**src/rtl/mvau_out_collector_if.sv**
```systemverilog
// Stream bundle between the MVAU, the output collector and the next layer.
// The slave view is the collector. The master view is whoever drives its inputs and consumes its output.
interface mvau_out_collector_if #(
    parameter int PE   = 2,
    parameter int OPE  = 4,
    parameter int TDST = 16
);
    logic                  in_v;
    logic [PE*TDST-1:0]    in_d;
    logic                  in_rdy;
    logic                  out_v;
    logic [OPE*TDST-1:0]   out_d;
    logic                  out_rdy;
    logic                  out_last;

    modport slave (
        input  in_v, in_d, out_rdy,
        output in_rdy, out_v, out_d, out_last
    );

    modport master (
        output in_v, in_d, out_rdy,
        input  in_rdy, out_v, out_d, out_last
    );
endinterface

```
**src/rtl/mvau_out_collector.sv**
```systemverilog
// Collects NF PE-wide folds into one MatrixH vector and re-streams it as OPE-wide beats.
// Two ping-pong banks let the next vector fill while the previous one drains.
module mvau_out_collector #(
    parameter int PE   = 2,
    parameter int NF   = 4,
    parameter int OPE  = 4,
    parameter int TDST = 16
) (
    input  logic                 clk,
    input  logic                 rst_n,
    mvau_out_collector_if.slave  bus
);
    localparam int MH   = PE * NF;
    localparam int NO   = MH / OPE;
    localparam int WI_W = (NF > 1) ? $clog2(NF) : 1;
    localparam int RI_W = (NO > 1) ? $clog2(NO) : 1;

    generate
        if ((MH % OPE) != 0) begin : g_bad_ope
            $error("mvau_out_collector: PE*NF must be a multiple of OPE");
        end
    endgenerate

    logic [1:0]            bank_full;
    logic [1:0]            full_nxt;
    logic                  wb;
    logic                  rb;
    logic [WI_W-1:0]       wi;
    logic [RI_W-1:0]       ri;
    logic [MH*TDST-1:0]    bank [2];

    logic accept;
    logic drain;
    logic wi_last;
    logic ri_last;

    assign wi_last = (wi == WI_W'(NF - 1));
    assign ri_last = (ri == RI_W'(NO - 1));

    // in_rdy/out_v depend on registered flags only, so there is no ready-to-ready path.
    assign bus.in_rdy   = ~bank_full[wb];
    assign bus.out_v    = bank_full[rb];
    assign bus.out_last = bank_full[rb] & ri_last;
    assign bus.out_d    = bank[rb][int'(ri)*OPE*TDST +: OPE*TDST];

    assign accept = bus.in_v & ~bank_full[wb];
    assign drain  = bank_full[rb] & bus.out_rdy;

    // wb and rb can only refer to the same bank when it is both empty and full, which cannot happen.
    // A fill completion and a drain completion in the same cycle therefore touch different flags.
    always_comb begin
        full_nxt = bank_full;
        if (accept && wi_last) begin
            full_nxt[wb] = 1'b1;
        end
        if (drain && ri_last) begin
            full_nxt[rb] = 1'b0;
        end
    end

    always_ff @(posedge clk or negedge rst_n) begin
        if (!rst_n) begin
            bank_full <= '0;
            wb        <= 1'b0;
            rb        <= 1'b0;
            wi        <= '0;
            ri        <= '0;
            bank[0]   <= '0;
            bank[1]   <= '0;
        end else begin
            bank_full <= full_nxt;
            if (accept) begin
                bank[wb][int'(wi)*PE*TDST +: PE*TDST] <= bus.in_d;
                if (wi_last) begin
                    wb <= ~wb;
                    wi <= '0;
                end else begin
                    wi <= wi + 1'b1;
                end
            end
            if (drain) begin
                if (ri_last) begin
                    rb <= ~rb;
                    ri <= '0;
                end else begin
                    ri <= ri + 1'b1;
                end
            end
        end
    end
endmodule

```
**src/flat_wrapper.sv**
```systemverilog
// flat-port wrapper written by rule: the top's interface ports become plain ports
module mvau_out_collector_flat 
#(
    parameter int PE   = 2,
    parameter int NF   = 4,
    parameter int OPE  = 4,
    parameter int TDST = 16
)
  (clk, rst_n, bus_in_v, bus_in_d, bus_out_rdy, bus_in_rdy, bus_out_v, bus_out_d, bus_out_last);
  mvau_out_collector_if #(.PE(PE), .OPE(OPE), .TDST(TDST)) bus_i ();
  input  logic clk;
  input  logic rst_n;
  input wire logic [$bits(bus_i.in_v)-1:0] bus_in_v;
  input wire logic [$bits(bus_i.in_d)-1:0] bus_in_d;
  input wire logic [$bits(bus_i.out_rdy)-1:0] bus_out_rdy;
  output wire logic [$bits(bus_i.in_rdy)-1:0] bus_in_rdy;
  output wire logic [$bits(bus_i.out_v)-1:0] bus_out_v;
  output wire logic [$bits(bus_i.out_d)-1:0] bus_out_d;
  output wire logic [$bits(bus_i.out_last)-1:0] bus_out_last;
  assign bus_i.in_v = bus_in_v;
  assign bus_i.in_d = bus_in_d;
  assign bus_i.out_rdy = bus_out_rdy;
  assign bus_in_rdy = bus_i.in_rdy;
  assign bus_out_v = bus_i.out_v;
  assign bus_out_d = bus_i.out_d;
  assign bus_out_last = bus_i.out_last;
  mvau_out_collector #(.PE(PE), .NF(NF), .OPE(OPE), .TDST(TDST)) u_core (.clk(clk), .rst_n(rst_n), .bus(bus_i));
endmodule
```
**config.mk**
```make
export PLATFORM = sky130hd
export DESIGN_NAME = mvau_out_collector_flat
export DESIGN_NICKNAME = d
export VERILOG_FILES = /design/src/rtl/mvau_out_collector_if.sv /design/src/rtl/mvau_out_collector.sv /design/src/flat_wrapper.sv
export SDC_FILE = /design/constraint.sdc
export NUM_CORES = 1
export LEC_CHECK = 0
export CORE_MARGIN = 2
export CORE_UTILIZATION = 55
export DETAILED_ROUTE_END_ITERATION = 7
export DONT_BUFFER_PORTS = 1
export PLACE_DENSITY = 0.7
export SYNTH_ARGS = -nofsm -noshare
export SYNTH_HDL_FRONTEND = slang
export SYNTH_SLANG_ARGS = --single-unit
```
**constraint.sdc**
```tcl
create_clock -name clk -period 2.7 [get_ports clk]
set_clock_uncertainty 0.1 [all_clocks]
set_input_delay 0.135 -clock clk [delete_from_list [all_inputs] [get_ports clk]]
set_output_delay 0.135 -clock clk [all_outputs]
set_load 0.01 [all_outputs]
```
== Yosys cells after proc, flatten, opt, wreduce, memory -nomap -nowiden ==
Index checks and enable logic that the tools add are counted.

* Order comparisons: 7
* Shift-type cells: 3
* Reductions and logical operators: 7
* Muxes and demuxes: 18
* Bitwise operators: 11
* Eq/ne operators: 1
* Add/sub/neg operators: 3

{| class="wikitable"
|+ Operator list
! cell !! number
|-
| 2-to-1 mux 128 bit || 4
|-
| bitwise mux 256 bit || 1
|-
| demux 128 bit (select 1 bit) || 1
|-
| variable shift 32 x 33 -> 128 bit (first input constant) || 1
|-
| variable part select 128 x 8 -> 64 bit || 1
|-
| variable part select 32 x 33 -> 128 bit || 1
|-
| negation 7 -> 33 bit || 1
|-
| 2-to-1 mux 1 bit || 7
|-
| 2-to-1 mux 2 bit || 3
|-
| logical AND 1 bit || 5
|-
| greater-or-equal comparator 2 bit (second input constant) || 2
|-
| < comparator 1 x 2 -> 1 bit (second input constant) || 2
|-
| inverter 1 -> 2 bit || 2
|-
| AND reduction 2 bit || 2
|-
| bitwise AND 1 bit || 3
|-
| inverter 1 bit || 3
|-
| adder 2 x 1 -> 2 bit (second input constant) || 1
|-
| bitwise AND 2 bit || 1
|-
| demux 1 bit (select 1 bit) || 2
|-
| equality test 2 bit (second input constant) || 1
|-
| greater-or-equal comparator 1 bit (second input constant) || 2
|-
| < comparator 2 x 1 -> 1 bit (second input constant) || 1
|-
| inverter 2 bit || 1
|-
| OR 2 bit || 1
|-
| adder 1 bit (second input constant) || 1
|}

* Register bits: 263
* Bits of input ports: 36
* Output and inout bits: 67

== Depth between registers and ports, before layout ==
* Word-level depth: 8
* Mapped depth: 9
* Gate-level depth less buffers: 5

== Worst setup path after synthesis ==
OpenSTA, ideal clock, no wires.

* Path kind: register -> register
* Start: register u_core.wi[0]
* End: register u_core.bank[12] (netlist name)
* Setup time: 121 ps
* Setup slack: 540 ps
* Arrival time: 1939 ps
* Clock period less this slack: 2160 ps
* Data required time: 2479 ps
* Stages on the path, launching flop included: 9
* Path through: dfrtp_1 inv_1 ha_1 and4bb_1 buf_2 and4b_1 buf_2 buf_6 a22o_1

* Word-level cells in the longest chain between the ends: 5
* Elaborated cells on any way between the ends: 6
* Classes of those cells: add/sub: 1; shift: 2; mux: 3

{| class="wikitable"
|+ RTL lines
! element !! line !! RTL
|-
| start, declared || mvau_out_collector.sv:28 || <nowiki>logic [WI_W-1:0] wi;</nowiki>
|-
| start signal, assigned || mvau_out_collector.sv:78 || <nowiki>wi <= wi + 1'b1;</nowiki>
|-
| negation 7 -> 33 bit * || mvau_out_collector.sv:73 || <nowiki>bank[wb][int'(wi)*PE*TDST +: PE*TDST] <= bus.in_d;</nowiki>
|-
| variable shift 32 x 33 -> 128 bit || mvau_out_collector.sv:73 ||
|-
| 2-to-1 mux 128 bit (not written as such) || mvau_out_collector.sv:73 ||
|-
| demux 128 bit (select 1 bit) || mvau_out_collector.sv:73 ||
|-
| bitwise mux 256 bit * || mvau_out_collector.sv:73 ||
|-
| end signal, assigned by index || mvau_out_collector.sv:73 ||
|-
| end, declared || mvau_out_collector.sv:30 || <nowiki>logic [MH*TDST-1:0] bank [2];</nowiki>
|}

Mark *: on every way between the ends. The rest lies on a longest branch, timed or not.
A chain may end at the register's enable or synchronous reset.

== Worst setup path after layout ==
* Start: register u_core.rb
* End: output bus_out_d[63]

* Word-level cells in the longest chain between the ends: 5

{| class="wikitable"
|+ RTL lines
! element !! line !! RTL
|-
| start, declared || mvau_out_collector.sv:27 || <nowiki>logic rb;</nowiki>
|-
| start signal, assigned || mvau_out_collector.sv:83 || <nowiki>rb <= ~rb;</nowiki>
|-
| inverter 1 -> 2 bit (not written as such) || mvau_out_collector.sv:44 || <nowiki>assign bus.out_d = bank[rb][int'(ri)*OPE*TDST +: OPE*TDST];</nowiki>
|-
| 2-to-1 mux 128 bit (not written as such) (3 in a row) || mvau_out_collector.sv:44 ||
|-
| variable part select 128 x 8 -> 64 bit || mvau_out_collector.sv:44 ||
|-
| end, declared || flat_wrapper.sv:18 || <nowiki>output wire logic [$bits(bus_i.out_d)-1:0] bus_out_d;</nowiki>
|}

No other way between the ends. The select of a mux whose other input is x is not followed.

==> results.sh <==
export IMPL_power_frac_clock_pct=27.8
export IMPL_routedWlPerCell_um=20.5
export IMPL_hold_violations=263
export IMPL_synth_xor_area_share_pct=0.0767
export IMPL_start_util_pct=56.2
export IMPL_die_height_um=148
export IMPL_p_leak_nw=5.61
export IMPL_maxCapViolCount=0
export IMPL_ys_ff_latch=263
export IMPL_drive_above_1_share_pct=13.3
export IMPL_grt_max_degree=264
export IMPL_die_width_um=148
export IMPL_crit_type="reg -> out"
export IMPL_period_minus_slack_ns=2.51
export IMPL_cts_made_buffers=27
export IMPL_yosys_area_share_simple_pct=12.8
export IMPL_finalWorstSetupSlack_ns=0.194
export IMPL_slew_headroom_pct=45.7
export IMPL_synth_area_um2=11400
export IMPL_holdWs_ns=-0.803
export IMPL_powerDensity_nw_per_um2=1070
export IMPL_drc=0
export IMPL_synth_top_family_by_area="multiplexers"
export IMPL_worstPathMaxFanout=26
export IMPL_violations="negative hold slack"
export IMPL_top_layer_used="met5"
export IMPL_status="finished with violations"
export IMPL_vias=7827
export IMPL_synth_area_leaders="dfrtp_1, mux4_2, nand2_1, o21ai_0, a22o_1"
export IMPL_fin_util_pct=63.7
export IMPL_synth_mux_area_share_pct=13.0
export IMPL_share_comb_of_total_power_pct=30.0
export IMPL_synth_edf_count=0
export IMPL_synth_fa_ha_area_share_pct=0.658
export IMPL_vias_per_cell=5.86
export IMPL_area_growth_pct=13.3
export IMPL_synth_cell_types=30
export IMPL_post_cts_setup_buffers=0
export IMPL_yosysTopAreaCell="dfrtp_1"
export IMPL_portBuffers=0
export IMPL_antenna_found_initial=3
export IMPL_rows=52
export IMPL_pin_count=103
export IMPL_yosysWarningCount=0
export IMPL_fillers=1583
export IMPL_syn_nets=1084
export IMPL_wl_met3_um=2080
export IMPL_synth_async_sr_flop_share_pct=100
export IMPL_synth_area_per_cell_um2=11.0
export IMPL_cts_buffer_depth=3
export IMPL_multi_input_area_um2=4510
export IMPL_tritoncts="built"
export IMPL_clock_sinks=263
export IMPL_synth_compound_area_share_pct=12.7
export IMPL_r2r_cells=5
export IMPL_power_switching_mw=4.69
export IMPL_dieArea_um2=21900
export IMPL_yosysSeqAreaShare_pct=57.6
export IMPL_drt_met1_wl_um=12300
export IMPL_slew_violations=0
export IMPL_cp_arrival_ns=2.27
export IMPL_cts_repair_resized=0
export IMPL_maxClockFrequency_ghz=0.399
export IMPL_cts_root_buffer="clkbuf_16"
export IMPL_detailed_place_hpwl_um=16600
export IMPL_clk_pin_slew_ns=0.06
export IMPL_gp_congestion=0.816
export IMPL_worstPathRequired_ns=2.47
export IMPL_vdd_drop_max_mv=0.699
export IMPL_worstMarginPinSlew_ns=0.814
export IMPL_grt_pass1_wl_um=44200
export IMPL_seq_area_um2=6590
export IMPL_routed_wl_um=27400
export IMPL_ys_flop_type="dfrtp_1"
export IMPL_hold_buffers=34
export IMPL_nets=1084
export IMPL_core_area_um2=20300
export IMPL_ant_nets=0
export IMPL_hold_class="in -> async"
export IMPL_crit_path_end_kind="output port"
export IMPL_tns_ns=0
export IMPL_place_worst_setup_slack_ns=0.302
export IMPL_drt_first_pass_iters=5
export IMPL_rsz0062_at_grt="no"
export IMPL_period_share_pct=92.8
export IMPL_clk_latency_ns=0.53
export IMPL_intPower_mw=9.17
export IMPL_gr_usage_all_layers_pct=25.7
export IMPL_wl_met2_um=12700
export IMPL_drt_initial_drc_count=696
export IMPL_syn_inst=1042
export IMPL_critPathLaunchType="flop"
export IMPL_grt_pass1_vias=7733
export IMPL_htree_levels=1
export IMPL_grt_ovfl_total=0
export IMPL_seqPwrFrac_pct=42.2
export IMPL_netSwitchingFraction_pct=33.8
export IMPL_setup_viol=0
export IMPL_yosysTopAreaCellShare_pct=57.6
[cells in the final DEF, fill, tap and decap left out, drive strengths merged, types with 4 or more instances in the layout]
cell type and count:
nand2 336, dfrtp 263, o21ai 222, mux4 64
clkbuf 41, a22o 36, dlygate4sd3 34, buf 20
ha 6, clkinv 5, nand4b 4, nand4bb 4
[flip-flops by register name, summed over array words and instances, names as in the netlist]
name and cells:
u_core.rb 1, u_core.wi 2, u_core.ri 1, u_core.wb 1
u_core.bank_full 2, u_core.bank 256
[power by group through the flow]
stage	combinational [mW]	clock, mW	sequential [mW]
6_report	4.16	3.86	5.85
5_1_grt	4.60	4.10	5.99
4_1_cts	4.20	3.93	5.84
3_5_place_dp	4.11	0	5.90
3_3_place_gp	4.01	0	5.85
2_1_floorplan	3.32	0	5.49
[cells by family after synthesis]
kind of cell,Yosys count
AND/OR/NAND/NOR,357
flip-flops,263
AO/OA/AOI/OAI,262
buffers and inverters,85
multiplexers,68
adder cells (fa/ha/maj),6
XOR/XNOR,1
[stage by stage]
step / cells / area (um^2) / power (mW)
2_1_floorplan: 1042 / 11400 / 8.81
3_3_place_gp: 1249 / 11700 / 9.86
3_5_place_dp: 1249 / 11700 / 10.0
4_1_cts: 1333 / 12900 / 14.0
5_1_grt: 1333 / 12900 / 14.7
6_report: 1336 / 12900 / 13.9
[worst paths after layout]
check	from	end	slack (ns)
setup / recovery	u_core.rb	bus_out_d[63]	0.19
min in group clk	bus_in_v	u_core.bank[226]	0.04
max in group asynchronous	rst_n	u_core.ri	2.77
hold / removal	rst_n	u_core.bank[167]	-0.80
setup reg to reg	u_core.wi[1]	u_core.bank[17]	0.28
hold reg to reg	u_core.bank[105]	u_core.bank[105]	0.37
[synthesized netlist by cell type, types with 2 or more instances]
library cell,instances
a22o_1,36
a31oi_1,3
and2_1,2
buf_1,7
buf_2,18
buf_6,2
clkbuf_1,55
dfrtp_1,263
ha_1,6
inv_1,2
mux2_2,3
mux4_2,64
nand2_1,336
nand4b_1,4
nand4bb_1,4
nor2_1,2
nor4b_2,2
o21ai_0,217
o21ai_1,5
[area by class of cell]
| class | count | share of cell area [%] |
|---|---|---|
| clock buffers | 41 | 6.25 |
| well taps | 270 | 2.61 |
| repair buffers | 54 | 4.28 |
| multi-input cells | 694 | 34.9 |
| inverters | 2 | 0.0580 |
| clock inverters | 9 | 0.958 |
| flip-flops and latches | 263 | 50.9 |
| diodes | 3 | 0.0580 |
[per-layer routing]
layer | up-vias | track usage (%)
li1 | 3641 | -
met4 | 2 | 5.14
met1 | 3922 | 39.5
met3 | 27 | 6.69
met2 | 235 | 38.0
met5 | - | 0
[critical path: stages, from the launching register on]
cell     delay [ns]
dfrtp_4        0.77
buf_4          0.34
mux4_2         0.60
No activity file was read; power rests on OpenSTA's default activity.
